### config.mk
export PLATFORM = sky130hd
export DESIGN_NAME = bus_gate_mux_flat
export DESIGN_NICKNAME = d
export VERILOG_FILES = /design/src/rtl/bus_gate_mux_if.sv /design/src/rtl/bus_gate_mux.sv /design/src/flat_wrapper.sv
export SDC_FILE = /design/constraint.sdc
export NUM_CORES = 1
export LEC_CHECK = 0
export BUFFER_PORTS_ARGS = -buffer_cell sky130_fd_sc_hd__clkbuf_2
export CAP_MARGIN = 10
export CORE_ASPECT_RATIO = 0.9
export CORE_MARGIN = 10
export CORE_UTILIZATION = 46
export DETAILED_ROUTE_END_ITERATION = 10
export GPL_TIMING_DRIVEN = 0
export PLACE_DENSITY = 0.91
export SYNTH_ARGS = -nofsm -noshare
export SYNTH_HDL_FRONTEND = slang
export SYNTH_SLANG_ARGS = --single-unit
### constraint.sdc
create_clock -name Clk -period 2.2 [get_ports Clk]
set_clock_uncertainty 0.2 [all_clocks]
set_input_delay 0.44 -clock Clk [delete_from_list [all_inputs] [get_ports Clk]]
set_output_delay 0.44 -clock Clk [all_outputs]
set_load 0.005 [all_outputs]
### src/rtl/bus_gate_mux_if.sv
// Bus-side signal bundle for bus_gate_mux: gated sources in, registered bus out.
// conflict_cnt and CNT_W exist only when BUS_CONFLICT_CNT_EN is defined.
interface bus_gate_mux_if #(
  parameter int unsigned WIDTH = 16,
  parameter int unsigned N_SRC = 4
`ifdef BUS_CONFLICT_CNT_EN
  ,
  parameter int unsigned CNT_W = 8
`endif
) ();
  localparam int unsigned SrcW = $clog2(N_SRC);

  logic [N_SRC-1:0]       gate;
  logic [N_SRC*WIDTH-1:0] src_data;
  logic                   in_ready;
  logic [WIDTH-1:0]       bus_out;
  logic                   bus_valid;
  logic                   bus_ready;
  logic [SrcW-1:0]        bus_src;
  logic                   conflict;
  logic                   clr_conflict;
`ifdef BUS_CONFLICT_CNT_EN
  logic [CNT_W-1:0]       conflict_cnt;
`endif

  modport master (
    output gate, src_data, bus_ready, clr_conflict,
    input  in_ready, bus_out, bus_valid, bus_src, conflict
`ifdef BUS_CONFLICT_CNT_EN
    , input conflict_cnt
`endif
  );

  modport slave (
    input  gate, src_data, bus_ready, clr_conflict,
    output in_ready, bus_out, bus_valid, bus_src, conflict
`ifdef BUS_CONFLICT_CNT_EN
    , output conflict_cnt
`endif
  );
endinterface

### src/rtl/bus_gate_mux.sv
// Merges N_SRC gated sources onto one registered bus; lowest-index gate wins, 2-entry skid.
// Define BUS_CONFLICT_CNT_EN to add the saturating conflict_cnt output.
module bus_gate_mux #(
  parameter int unsigned WIDTH = 16,
  parameter int unsigned N_SRC = 4
`ifdef BUS_CONFLICT_CNT_EN
  ,
  parameter int unsigned CNT_W = 8
`endif
) (
  input logic           Clk,
  input logic           Reset_n,
  bus_gate_mux_if.slave bus
);
  localparam int unsigned SrcW = $clog2(N_SRC);

  logic [WIDTH-1:0] out_q, out_d, skid_q, skid_d;
  logic [SrcW-1:0]  src_q, src_d, skid_src_q, skid_src_d;
  logic             valid_q, valid_d, skid_valid_q, skid_valid_d;
  logic             conflict_q, conflict_d;
  logic [SrcW-1:0]  win_idx;
  logic [WIDTH-1:0] win_data;
  logic             accept, multi, conf_hit, drain;

  // Scan downward so the lowest set gate is the last one written.
  always_comb begin
    win_idx = '0;
    for (int i = N_SRC - 1; i >= 0; i--) begin
      if (bus.gate[i]) win_idx = SrcW'(i);
    end
  end

  assign win_data = bus.src_data[win_idx*WIDTH +: WIDTH];
  assign accept   = (|bus.gate) & ~skid_valid_q;
  assign multi    = |(bus.gate & (bus.gate - N_SRC'(1)));
  assign conf_hit = accept & multi;
  assign drain    = ~valid_q | bus.bus_ready;

  always_comb begin
    out_d        = out_q;
    src_d        = src_q;
    valid_d      = valid_q;
    skid_d       = skid_q;
    skid_src_d   = skid_src_q;
    skid_valid_d = skid_valid_q;
    if (drain) begin
      if (skid_valid_q) begin
        out_d        = skid_q;
        src_d        = skid_src_q;
        valid_d      = 1'b1;
        skid_valid_d = 1'b0;
      end else if (accept) begin
        out_d   = win_data;
        src_d   = win_idx;
        valid_d = 1'b1;
      end else begin
        valid_d = 1'b0;
      end
    end else if (accept) begin
      skid_d       = win_data;
      skid_src_d   = win_idx;
      skid_valid_d = 1'b1;
    end
  end

  always_comb begin
    conflict_d = conflict_q;
    if (conf_hit) conflict_d = 1'b1;
    else if (bus.clr_conflict) conflict_d = 1'b0;
  end

  always_ff @(posedge Clk or negedge Reset_n) begin
    if (!Reset_n) begin
      out_q        <= '0;
      src_q        <= '0;
      valid_q      <= 1'b0;
      skid_q       <= '0;
      skid_src_q   <= '0;
      skid_valid_q <= 1'b0;
      conflict_q   <= 1'b0;
    end else begin
      out_q        <= out_d;
      src_q        <= src_d;
      valid_q      <= valid_d;
      skid_q       <= skid_d;
      skid_src_q   <= skid_src_d;
      skid_valid_q <= skid_valid_d;
      conflict_q   <= conflict_d;
    end
  end

  assign bus.in_ready  = ~skid_valid_q;
  assign bus.bus_out   = out_q;
  assign bus.bus_src   = src_q;
  assign bus.bus_valid = valid_q;
  assign bus.conflict  = conflict_q;

`ifdef BUS_CONFLICT_CNT_EN
  logic [CNT_W-1:0] cnt_q, cnt_d;

  always_comb begin
    cnt_d = cnt_q;
    if (bus.clr_conflict) cnt_d = conf_hit ? CNT_W'(1) : '0;
    else if (conf_hit && (cnt_q != '1)) cnt_d = cnt_q + CNT_W'(1);
  end

  always_ff @(posedge Clk or negedge Reset_n) begin
    if (!Reset_n) cnt_q <= '0;
    else          cnt_q <= cnt_d;
  end

  assign bus.conflict_cnt = cnt_q;
`endif
endmodule

### src/flat_wrapper.sv
// flat-port wrapper written by rule: the top's interface ports become plain ports
module bus_gate_mux_flat 
#(
  parameter int unsigned WIDTH = 16,
  parameter int unsigned N_SRC = 4

)
  (Clk, Reset_n, bus_gate, bus_src_data, bus_bus_ready, bus_clr_conflict, bus_in_ready, bus_bus_out, bus_bus_valid, bus_bus_src, bus_conflict);
  bus_gate_mux_if #(.WIDTH(WIDTH), .N_SRC(N_SRC)) bus_i ();
  input logic Clk;
  input logic Reset_n;
  input wire logic [$bits(bus_i.gate)-1:0] bus_gate;
  input wire logic [$bits(bus_i.src_data)-1:0] bus_src_data;
  input wire logic [$bits(bus_i.bus_ready)-1:0] bus_bus_ready;
  input wire logic [$bits(bus_i.clr_conflict)-1:0] bus_clr_conflict;
  output wire logic [$bits(bus_i.in_ready)-1:0] bus_in_ready;
  output wire logic [$bits(bus_i.bus_out)-1:0] bus_bus_out;
  output wire logic [$bits(bus_i.bus_valid)-1:0] bus_bus_valid;
  output wire logic [$bits(bus_i.bus_src)-1:0] bus_bus_src;
  output wire logic [$bits(bus_i.conflict)-1:0] bus_conflict;
  assign bus_i.gate = bus_gate;
  assign bus_i.src_data = bus_src_data;
  assign bus_i.bus_ready = bus_bus_ready;
  assign bus_i.clr_conflict = bus_clr_conflict;
  assign bus_in_ready = bus_i.in_ready;
  assign bus_bus_out = bus_i.bus_out;
  assign bus_bus_valid = bus_i.bus_valid;
  assign bus_bus_src = bus_i.bus_src;
  assign bus_conflict = bus_i.conflict;
  bus_gate_mux #(.WIDTH(WIDTH), .N_SRC(N_SRC)) u_core (.Clk(Clk), .Reset_n(Reset_n), .bus(bus_i));
endmodule
# Word level (Yosys, flattened, before mapping)

Index checks and enable logic that the tools add are counted.

Register bits after elaboration: 39
Input bits: 72

Add/sub/neg operators: 1
Shifts and indexed selects: 1
Mux-type cells: 14
Bitwise gates (word level): 7
Reductions and logical operators: 7

Operators with widths:

| cell                  | count |
|---|---|
| $shiftx A64 B7 Y16    | 1 |
| $mux W16              | 2 |
| $mux W2               | 6 |
| $reduce_or A4 Y1      | 2 |
| $mux W1               | 6 |
| $reduce_bool A2 Y1    | 3 |
| $and A4 B4 Y4         | 1 |
| $reduce_and A2 Y1     | 2 |
| $sub A4 B1 Y4 const B | 1 |
| $not A1 Y1            | 3 |
| $and A1 B1 Y1         | 2 |
| $or A1 B1 Y1          | 1 |

# Depth between registers and ports, before layout

Word-level depth: 7
Gate-level depth with buffers: 7
Gate-level depth less buffers: 4

# Worst setup path after synthesis

OpenSTA, ideal clock, no wires.

Path kind: in2reg
From: in bus_gate[1]
To: reg u_core.out_q[0], in the netlist u_core.bus.bus_out[0]
Library setup time: 0.126 ns
Arrival time: 1.680 ns
Setup slack: 0.194 ns
Stages on the path: 6
Buffers on the path: 2
Cell sequence: or2_1 -> buf_6 -> or2_1 -> buf_6 -> o221a_1 -> a221o_1

Word-level cells in the longest chain between the ends: 5
Elaborated cells between the ends (all ways): 9
Those cells by class: 1 x shift; 4 x mux; 1 x bitwise; 3 x reduce/logical

RTL lines:

| element               | RTL line           | source |
|---|---|---|
| start, declared       | flat_wrapper.sv:12 | `input wire logic [$bits(bus_i.gate)-1:0] bus_gate;` |
| $mux W2 (2 in series) | bus_gate_mux.sv:29 | `if (bus.gate[i]) win_idx = SrcW'(i);` |
| $shiftx A64 B7 Y16    | bus_gate_mux.sv:33 | `assign win_data = bus.src_data[win_idx*WIDTH +: WIDTH];` |
| $mux W16              | bus_gate_mux.sv:52 | `end else if (accept) begin` |
| $mux W16              | bus_gate_mux.sv:47 | `if (skid_valid_q) begin` |
| end signal, assigned  | bus_gate_mux.sv:82 | `out_q <= out_d;` |
| end, declared         | bus_gate_mux.sv:17 | `logic [WIDTH-1:0] out_q, out_d, skid_q, skid_d;` |

Several ways; a longest one is shown, not always the timed one. The select of a mux whose other input is x is not followed.
A chain may end at the register's enable or synchronous reset.

# Final worst setup path

From: reg u_core.skid_valid_q
To: out bus_in_ready

Word-level cells in the longest chain between the ends: 1

RTL lines:

| element                | RTL line           | source |
|---|---|---|
| start, declared        | bus_gate_mux.sv:19 | `logic valid_q, valid_d, skid_valid_q, skid_valid_d;` |
| start signal, assigned | bus_gate_mux.sv:87 | `skid_valid_q <= skid_valid_d;` |
| $not A1 Y1             | bus_gate_mux.sv:92 | `assign bus.in_ready = ~skid_valid_q;` |
| end, declared          | flat_wrapper.sv:16 | `output wire logic [$bits(bus_i.in_ready)-1:0] bus_in_ready;` |

Every way passes these cells.

==> results.sh <==
export IMPL_ioPinCount=93
export IMPL_drt_wl_total_um=6260
export IMPL_avgSynthCellArea_um2=10.2
export IMPL_grt_overflow_total=0
export IMPL_fmax_ghz=0.476
export IMPL_max_clock_path_buffers=2
export IMPL_ys_ff_latch=39
export IMPL_grt_pass1_wl_um=9990
export IMPL_worst_slew_pin_slew_ns=0.927
export IMPL_crit_fanout=10
export IMPL_slew_viol_final=0
export IMPL_area_growth_pct=30.2
export IMPL_startpoint_type="flip-flop"
export IMPL_drtPass1Iterations=4
export IMPL_worstReg2RegStart="u_core.skid_valid_q"
export IMPL_synth_edff_count=0
export IMPL_synthArstFlopShare_pct=100
export IMPL_synth_ff_type="dfrtp_1"
export IMPL_hold_viol_final=0
export IMPL_setup_ws_ns=0.101
export IMPL_dpl_hpwl_um=4790
export IMPL_fill_cells=341
export IMPL_final_period_utilization_pct=95.4
export IMPL_status="complete, no violations"
export IMPL_peakVddDrop_v=0.000394
export IMPL_syn_num_nets=269
export IMPL_cts_sinks=39
export IMPL_first_global_vias=2063
export IMPL_core_area_um2=4130
export IMPL_final_nets=368
export IMPL_antenna_found_initial=0
export IMPL_synth_area_leaders="dfrtp_1, o22a_1, o221ai_1, and3_1, o31ai_1"
export IMPL_reg2reg_depth=6
export IMPL_syn_cell_area_um2=2000
export IMPL_dieHeight_um=82.6
export IMPL_routed_via_density=5.74
export IMPL_clock_root_buffer="clkbuf_8"
export IMPL_initial_core_util_pct=48.5
export IMPL_dp_slack_ns=-0.0400
export IMPL_synth_commonest_cells="dfrtp_1, a21oi_1, and3_1, o21ai_0, o22a_1"
export IMPL_powerDensity_nw_per_um2=691
export IMPL_fp_dieArea_um2=7400
export IMPL_avgRoutedWirePerCell_um=18.1
export IMPL_clock_latency_ns=0.30
export IMPL_drive_gt1_share_pct=39.4
export IMPL_htree_num_levels=2
export IMPL_max_slew_margin_pct=38.2
export IMPL_die_w_um=89.6
export IMPL_crit_type="reg2out"
export IMPL_required_ns=1.56
export IMPL_yosysTopAreaCell="dfrtp_1"
export IMPL_stdcell_count=345
export IMPL_rrSetupSlack_ns=0.26
export IMPL_ant_nets=0
export IMPL_cts_hold_buf=0
export IMPL_post_cts_resized=0
export IMPL_path_clk_slew_ns=0.07
export IMPL_cts_tree="built"
export IMPL_worst_r2r_endpoint="u_core.skid_q[8]"
export IMPL_setup_worst_path_start="u_core.skid_valid_q"
export IMPL_antenna_cells=0
export IMPL_synth_cells=197
export IMPL_dp_cells=337
export IMPL_rows=22
export IMPL_endpoint="bus_in_ready"
export IMPL_power_mw=1.80
export IMPL_final_setup_tns_ns=0
export IMPL_p_leak_nw=1.29
export IMPL_finalSetupViolations=0
export IMPL_cp_arrival_ns=1.46
export IMPL_routed_via_count=1980
export IMPL_rsz0062_at_grt="no"
export IMPL_yosysTopAreaCellShare_pct=48.7
export IMPL_drc_errors=0
export IMPL_grt_usage_pct=17.1
export IMPL_gp_congestion=0.772
export IMPL_seq_area_frac_synth_pct=48.7
export IMPL_hp_class="in2async"
export IMPL_cts_buffers=5
export IMPL_grt_start_max_net_pins=40
export IMPL_min_period_ns=2.10
export IMPL_crit_path_end_kind="output pin"
export IMPL_cts_setup_buffers=0
export IMPL_synthDistinctLibCells=26
export IMPL_portBuffers=92
export IMPL_maxCapViolCount=0
export IMPL_drt_iter0_drc=157
export IMPL_yosysWarnings=0
export IMPL_yosysMostFrequentCell="dfrtp_1"
[logic make-up after synthesis]
family	synth area share [%]
AOI/OAI and AO/OA	30.7
and+or+nand+nor	11.9
DFF	48.7
buffers and inverters	5.43
muxes	3.31
[flip-flops by register name, indices dropped and copies added (netlist names)]
name                  flops
u_core.skid_src_q         2
u_core.skid_q            16
u_core.bus.conflict       1
u_core.bus.bus_out       16
u_core.bus.bus_src        2
u_core.skid_valid_q       1
u_core.bus.bus_valid      1
[metrics by stage]
stage	hold slack, ns	util, %	cell area [um2]
finish	0.0707	63.2	2610
detailed placement	0.264	61.1	2520
global route	0.130	63.2	2610
global placement	0.253	61.1	2520
floorplan	-0.0556	-	2000
CTS	0.104	63.2	2610
[layer usage]
layer	vias up	wire (um)	track usage (%)	share of wire [%]
met1	942	2520	22.0	40
met3	8	587	5.68	9.4
met4	0	51	6.19	0.81
met2	76	3100	26.3	50
li1	954	-	-	-
met5	-	0	0	0
[worst min-delay path by stage]
stage / from / to / slack [ns] / cells after the start
after floorplan: Reset_n / u_core.bus.bus_out[0] / -0.06 / 0
after global placement: u_core.skid_q[9] / u_core.skid_q[9] / 0.25 / 2
after detailed placement: u_core.skid_q[15] / u_core.skid_q[15] / 0.26 / 2
after CTS: Reset_n / u_core.skid_q[13] / 0.10 / 1
final: Reset_n / u_core.bus.bus_src[1] / 0.07 / 1
after global routing: bus_clr_conflict / u_core.bus.conflict / 0.13 / 2
[final cells by class]
| type | instances | area, um2 | share of cell area (%) |
|---|---|---|---|
| flip-flops and latches | 39 | 976 | 37.4 |
| multi-input cells | 136 | 918 | 35.2 |
| repair buffers | 92 | 460 | 17.7 |
| plain buffers | 19 | 97.6 | 3.74 |
| clock buffers | 5 | 68.8 | 2.64 |
| well taps | 48 | 60.1 | 2.30 |
| clock inverters | 3 | 15.0 | 0.576 |
| inverters | 3 | 11.3 | 0.432 |
[worst max-delay path, cell delays in order, from the launching register on]
cell and delay (ns):
dfrtp_1 0.47, clkbuf_1 0.37, inv_1 0.17, clkbuf_2 0.15
[power breakdown]
| group | switching, mW | leakage (nW) | internal [mW] | total [mW] |
|---|---|---|---|---|
| combinational | 0.218 | 0.778 | 0.215 | 0.433 |
| sequential | 0.0656 | 0.469 | 0.840 | 0.906 |
| clock | 0.247 | 0.0477 | 0.217 | 0.463 |
[cell usage in the layout (no fill, tap or decap), types with 8 or more instances in the layout]
master,count
o21ai_0,16
o31ai_1,13
clkbuf_1,8
o22a_1,16
and3_1,16
o221ai_1,12
a21oi_1,18
clkbuf_2,92
nand2_1,15
dfrtp_1,39
buf_2,9
No activity file was read; power rests on OpenSTA's default activity.
